`config.mk`:
```
export PLATFORM = sky130hd
export DESIGN_NAME = bp_amplitude_meter
export DESIGN_NICKNAME = d
export VERILOG_FILES = /design/src/rtl/bp_amplitude_meter.sv
export SDC_FILE = /design/constraint.sdc
export NUM_CORES = 1
export LEC_CHECK = 0
export BUFFER_PORTS_ARGS = -buffer_cell sky130_fd_sc_hd__buf_2
export CAP_MARGIN = 20
export CORE_UTILIZATION = 40
export DETAILED_ROUTE_END_ITERATION = 8
export SLEW_MARGIN = 40
export SYNTH_ARGS = -nofsm -noshare
export SYNTH_HDL_FRONTEND = slang
export SYNTH_SLANG_ARGS = --single-unit
```
`constraint.sdc`:
```
create_clock -name clk -period 7.54 [get_ports clk]
set_input_delay 1.885 -clock clk [delete_from_list [all_inputs] [get_ports clk]]
set_output_delay 1.885 -clock clk [all_outputs]
set_load 0.01 [all_outputs]
```
`src/rtl/bp_amplitude_meter.sv`:
```
// Peak-to-peak amplitude meter for the bandpass filter output.
// Measures max/min over fixed sample windows and hands results out on valid/ready.
module bp_amplitude_meter #(
    parameter int DATA_W = 12,
    parameter int WINDOW = 1000
) (
    input  logic              clk,
    input  logic              reset,
    input  logic              clear,
    input  logic              s_valid,
    input  logic [DATA_W-1:0] s_data,
    output logic              r_valid,
    input  logic              r_ready,
    output logic [DATA_W:0]   r_pp,
    output logic [DATA_W-1:0] r_max,
    output logic [DATA_W-1:0] r_min,
    output logic              r_clip,
    output logic              r_overrun
);

    localparam int CNT_W = $clog2(WINDOW);
    localparam logic [CNT_W-1:0] LAST = CNT_W'(WINDOW - 1);

    localparam logic [0:0] S_EMPTY = 1'b0;
    localparam logic [0:0] S_ACCUM = 1'b1;

    localparam logic signed [DATA_W-1:0] FS_POS = {1'b0, {(DATA_W-1){1'b1}}};
    localparam logic signed [DATA_W-1:0] FS_NEG = {1'b1, {(DATA_W-1){1'b0}}};

    logic [0:0]               state;
    logic [CNT_W-1:0]         cnt;
    logic signed [DATA_W-1:0] cur_max;
    logic signed [DATA_W-1:0] cur_min;
    logic                     clip_acc;

    logic signed [DATA_W-1:0] sample;
    logic signed [DATA_W-1:0] nxt_max;
    logic signed [DATA_W-1:0] nxt_min;
    logic signed [DATA_W:0]   pp_wide;
    logic                     is_clip;
    logic                     clip_nxt;
    logic                     closing;

    // Running extremes including the current sample; the first sample seeds both.
    always_comb begin
        sample  = $signed(s_data);
        is_clip = (sample == FS_POS) || (sample == FS_NEG);
        nxt_max = sample;
        nxt_min = sample;
        if (state == S_ACCUM) begin
            nxt_max = (sample > cur_max) ? sample : cur_max;
            nxt_min = (sample < cur_min) ? sample : cur_min;
        end
        clip_nxt = ((state == S_ACCUM) && clip_acc) || is_clip;
        closing  = s_valid && (state == S_ACCUM) && (cnt == LAST);
        pp_wide  = {nxt_max[DATA_W-1], nxt_max} - {nxt_min[DATA_W-1], nxt_min};
    end

    // Window accumulator: seed, update, and close back to EMPTY.
    always_ff @(posedge clk or posedge reset) begin
        if (reset) begin
            state    <= S_EMPTY;
            cnt      <= '0;
            cur_max  <= '0;
            cur_min  <= '0;
            clip_acc <= 1'b0;
        end else if (clear) begin
            state    <= S_EMPTY;
            cnt      <= '0;
            clip_acc <= 1'b0;
        end else if (s_valid) begin
            if (closing) begin
                state    <= S_EMPTY;
                cnt      <= '0;
                clip_acc <= 1'b0;
            end else begin
                state    <= S_ACCUM;
                cnt      <= cnt + 1'b1;
                cur_max  <= nxt_max;
                cur_min  <= nxt_min;
                clip_acc <= clip_nxt;
            end
        end
    end

    // Single-entry result register; a close over an unread result flags overrun.
    always_ff @(posedge clk or posedge reset) begin
        if (reset) begin
            r_valid   <= 1'b0;
            r_pp      <= '0;
            r_max     <= '0;
            r_min     <= '0;
            r_clip    <= 1'b0;
            r_overrun <= 1'b0;
        end else if (clear) begin
            r_valid   <= 1'b0;
            r_overrun <= 1'b0;
        end else if (closing) begin
            r_valid   <= 1'b1;
            r_pp      <= pp_wide;
            r_max     <= nxt_max;
            r_min     <= nxt_min;
            r_clip    <= clip_nxt;
            r_overrun <= r_valid && !r_ready;
        end else if (r_valid && r_ready) begin
            r_valid   <= 1'b0;
            r_pp      <= '0;
            r_max     <= '0;
            r_min     <= '0;
            r_clip    <= 1'b0;
            r_overrun <= 1'b0;
        end
    end

endmodule
```
== After elaboration in Yosys (flattened, before gate mapping) ==
Index checks and enable logic that the tools add are counted.

* Register bits after elaboration: 76
* Input bits: 17
* Output and inout port bits: 40
* Word-level logic and storage cells: 57

* $add $sub $neg: 2
* $lt $le $gt $ge: 2
* Eq/ne operators: 3
* Muxes and demuxes: 24
* Bitwise gates (word level): 2
* Reduce and logical (&&, ||, !) cells: 13

{| class="wikitable"
|+ Operators by type and width
! cell !! count
|-
| $mux 12 || 7
|-
| $mux 10 || 3
|-
| $mux 13 || 2
|-
| $eq 12x12->1 const B || 2
|-
| $sub 12x12->13 || 1
|-
| $gt 12x12->1 || 1
|-
| $lt 12x12->1 || 1
|-
| $mux 1 || 12
|-
| $add 10x1->10 const B || 1
|-
| $eq 10x10->1 const B || 1
|-
| $logic_and 1x1->1 || 5
|-
| $reduce_bool 2->1 || 2
|-
| $reduce_and 3->1 || 1
|-
| $reduce_bool 3->1 || 1
|-
| $logic_or 1x1->1 || 2
|-
| $not 1->1 || 2
|-
| $reduce_and 2->1 || 1
|-
| $logic_not 1->1 || 1
|}

== Logic depth before layout (Yosys ltp) ==
* Depth in word-level cells: 6
* Mapped depth: 22

== Worst setup path before layout ==
OpenSTA, ideal clock, no wires.

* Kind: input to register
* Start: input port s_data[11]
* End: register r_pp[9]
* Arrival: 5784 ps
* Required time: 7408 ps
* Path slack: 1624 ps
* Stages on the path: 20
* Path buffers: 2
* Path through: ha_1 -> and4_1 -> a21oi_1 -> o21ai_2 -> o31a_1 -> nand2_1 -> buf_2 -> buf_1 -> nor2_1 -> a21oi_1 -> inv_1 -> ha_1 -> inv_1 -> nor2_1 -> a2111oi_4 -> a311o_2 -> a21oi_2 -> o311a_4 -> o2111ai_1 -> or3b_1

* Word-level cells in the longest chain between the ends: 5
* Elaborated cells on any way between the ends: 8
* Those cells by class: add/sub (1); order compare (2); mux (5)

{| class="wikitable"
|+ RTL lines
! element !! RTL line !! source
|-
| start, declared || 11 || <nowiki>input logic [DATA_W-1:0] s_data,</nowiki>
|-
| $lt 12x12->1 || 52 || <nowiki>nxt_min = (sample < cur_min) ? sample : cur_min;</nowiki>
|-
| $mux 12 || 52 ||
|-
| $mux 12 || 50 || <nowiki>if (state == S_ACCUM) begin</nowiki>
|-
| named net nxt_min[0] || 38 || <nowiki>logic signed [DATA_W-1:0] nxt_min;</nowiki>
|-
| $sub 12x12->13 || 56 || <nowiki>pp_wide = {nxt_max[DATA_W-1], nxt_max} - {nxt_min[DATA_W-1], nxt_min};</nowiki>
|-
| $mux 13 || 98 || <nowiki>end else if (closing) begin</nowiki>
|-
| end signal, assigned || 100 || <nowiki>r_pp <= pp_wide;</nowiki>
|-
| end, declared || 14 || <nowiki>output logic [DATA_W:0] r_pp,</nowiki>
|}

The timed path passes the listed nets, and every way through them passes these cells.
A chain may end at the register's enable or synchronous reset.

== Worst setup path after layout ==
Same ends and word-level chain as after synthesis.

==> results.toml <==
[run_status]
status = "finished, violations left"
violations = "design-rule violations"

[clock_network]
clk_pin_slew_ps = 60
cts_tree = "done"
clock-root-buffer = "clkbuf_16"
clockBufferDepth = 2
post-cts-setup-buffers = 0
cts_htree_levels = 3
cts_resized = 0
clkLatencyLatePin_ps = 340
cts_sinks = 76
cts_buffers = 9
holdBufCountCts = 0

[placement]
dp.cells = 742
gp_congestion = 0.892
numPortBuffers = 56
post-dp-hpwl_mm = 10.2

[synthesis]
synthAdderAreaFrac = 0.0866
synth.yosys.seq_area_share = 0.392
syn-cell-area_sq_um = 4850
synthArstFlopShare = 1.00
synth_xor_area_frac = 0.0180
synth_compound_area_frac = 0.276
synth_mux_area_frac = 0.00619
synthDistinctLibCells = 66
synth_nets = 612
synth_cells = 563
yosys.area_share.simple = 0.170
synth-main-ff-cell = "dfrtp_1"
yosysWarnings = 0
avgSynthCellArea_sq_um = 8.62
ys_seq_elements = 76
synth_top_family_by_area = "compound AO/OA/AOI/OAI gates"
synth_edf_count = 0

[global_routing]
met3_usage = 0.0437
first_global_vias = 4273
met1_usage = 0.303
track_usage = 0.229
busiest_layer = "met2"
overflow = 0
grt.met2_usage = 0.358
grt_max_degree = 77
grt_pass1_wl_mm = 22.3
antenna_found_initial = 0

[power_and_ir_drop]
swShare = 0.346
p_int_mw = 0.882
power.total_mw = 1.35
vdd_drop_max_mv = 0.162
clkPwrFrac = 0.351
combinationalPowerShare = 0.309
seqPwrFrac = 0.339
p_leak_nw = 2.63
power_density_nw_per_um2 = 241
p_switching_mw = 0.466

[critical_path]
crit_type = "primary input to flip-flop"
crit_fanout = 20
critPathSlowestCell = "nand2_1"
cp-start-kind = "primary input"
arrival_ps = 6510
path_cells = "buf_2 > ha_1 > and4_1 > nand2_2 > a211oi_2 > o31a_1 > nand2_1 > a21oi_1 > inv_1 > ha_1 > inv_1 > nor4_1 > a2111oi_4 > a311o_2 > a21oi_2 > o311a_4 > o2111ai_1 > or3b_1"
crit_required_ps = 7760
slowest_delay_ps = 480
timing.rr.start = "cur_min[8]$_DFFE_PP0P_"
cp-startpoint = "s_data[11]"
cp-end-kind = "flip-flop"

[floorplan]
initial_core_util = 0.418
die-area_sq_um = 12600
io_pins = 57
coreArea_sq_um = 11600
die_x_um = 112
die-height_um = 112
rows = 39

[sta]
fmax_mhz = 159
grt_setup_unrepaired = "no"
fin_setup_tns_ps = 0
hold_viol_final = 0
drv_slew = 0
slew-limit-headroom = 0.508
fin_crit_ps = 6300
setup_viol = 0
worstMarginPinSlew_ps = 735
hold_slack_ps = 475
fin_crit_sh = 0.835
fin_skew_ps = 6.28

[routing]
wl_per_cell_um = 18.3
drt-total-wl_mm = 13.8
initialDrtViolationCount = 229
detail-route-antenna-nets = 0
dr.pass1.iters = 7
via_per_inst = 5.84
route.detailed.drc = 5
dr_total_vias = 4425

[layout]
fill_cells = 1109
syn_to_final_growth_pct = 15.1
nNetsFinal = 659
n_antenna_cell = 0
register_area_sq_um = 1900
final_util = 0.481
multi_input_area_sq_um = 2710
final_layout_size_suffix_gt1_frac = 0.164
final-instance-count-excl-fill = 758

[worst_hold_path]
hp-start = "r_max[7]$_DFFE_PP0P_"
worstHoldPathType = "flip-flop to flip-flop"

[run]
maxCapViolCount = 0
==> path summary, 6_finish.rpt <==
kind | depth (start not counted) | end | slack (ps)
worst min-delay path | 2 | r_max[7]$_DFFE_PP0P_ | 470
worst max-delay path | 18 | r_pp[9]$_DFFE_PP0P_ | 1240
worst max register to register | 18 | r_pp[9]$_DFFE_PP0P_ | 2530
min in group asynchronous | 3 | r_clip$_DFFE_PP0P_ | 1710
worst min register to register | 2 | r_max[7]$_DFFE_PP0P_ | 470
max in group asynchronous | 3 | r_max[1]$_DFFE_PP0P_ | 5340
==> cell usage after synthesis, drive strengths merged, types with 3 or more instances <==
cell type	number	share of area
a31oi	4	0.0052
xor2	3	0.0054
o31ai	7	0.014
and3	7	0.0090
o21ai	81	0.084
a211oi	8	0.014
o31a	4	0.0072
buf	6	0.0059
a21o	5	0.0077
or2	6	0.0077
a2111oi	6	0.015
nor2	30	0.023
a21oi	41	0.045
nor4	4	0.0064
a2111o	3	0.0070
inv	40	0.031
ha	32	0.082
nor3	9	0.0093
clkbuf	19	0.015
nand3	7	0.0072
nand4	6	0.0077
xnor2	7	0.013
nand2	82	0.064
mux2i	3	0.0062
dfrtp	76	0.39
nand2b	4	0.0052
o211ai	11	0.017
and4	4	0.0072
a22o	8	0.014
==> cell families after synthesis <==
| family | count (synthesis) |
|---|---|
| AOI/OAI and AO/OA | 201 |
| xor gates and xnor gates | 10 |
| adders and majority gates | 34 |
| buffers and inverters | 65 |
| DFF | 76 |
| muxes | 3 |
| and+or+nand+nor | 174 |
==> layout by cell type (no fill, tap or decap), drive strengths merged, types with 3 or more instances in the layout <==
cell type and n:
a2111o 3, mux2i 3, and3 7, nand3 7
nand2 82, a21o 5, a31oi 4, or2 6
o211ai 11, inv 40, nor4 4, and4 4
a2111oi 6, nand4 6, o31ai 7, a21oi 41
clkbuf 10, clkinv 3, o31a 4, dfrtp 76
ha 32, nand2b 4, a22o 8, xnor2 7
nor3 9, nor2 30, xor2 3, o21ai 81
buf 61, a211oi 8
==> power by group through the flow <==
stage | combinational [mW] | sequential, mW | clock, mW
floorplan | 0.299 | 0.456 | 0
global placement | 0.403 | 0.463 | 0
detailed placement | 0.409 | 0.464 | 0
CTS | 0.412 | 0.456 | 0.482
global route | 0.464 | 0.461 | 0.497
finish | 0.417 | 0.457 | 0.473
==> per-stage QoR <==
| step | instance area [sq um] | setup WS (ps) |
|---|---|---|
| global route | 5580 | 967 |
| global placement | 5250 | 1160 |
| floorplan | 4850 | 1620 |
| finish | 5580 | 1240 |
| detailed placement | 5260 | 992 |
| CTS | 5580 | 1350 |
==> flip-flops by register name (all words and copies together), names as in the netlist <==
name,count
r_overrun,1
cur_min,12
state,1
r_valid,1
r_clip,1
r_min,12
cnt,10
clip_acc,1
r_max,12
r_pp,13
cur_max,12
==> final cells by class <==
cell class,instances,share of cell area
inverter,40,0.0271
tap,143,0.0320
timing repair buffer,61,0.0576
clock buffer,10,0.0428
clock inverter,6,0.0155
sequential,76,0.341
multi-input combinational,422,0.484
==> worst max-delay path: cells and delay by family <==
| family | cells | cell delay [ps] |
|---|---|---|
| AND/OR/NAND/NOR | 5 | 1290 |
| buffers and inverters | 3 | 360 |
| AO/OA/AOI/OAI | 8 | 2390 |
| adder cells (fa/ha/maj) | 2 | 570 |
==> routing by layer <==
layer / part of all wire / wire length [um]
met1: 0.45 / 6260
met2: 0.45 / 6270
met3: 0.050 / 692
met4: 0.044 / 614
met5: 0 / 0
Note: power is estimated with default switching activity, not from simulation.
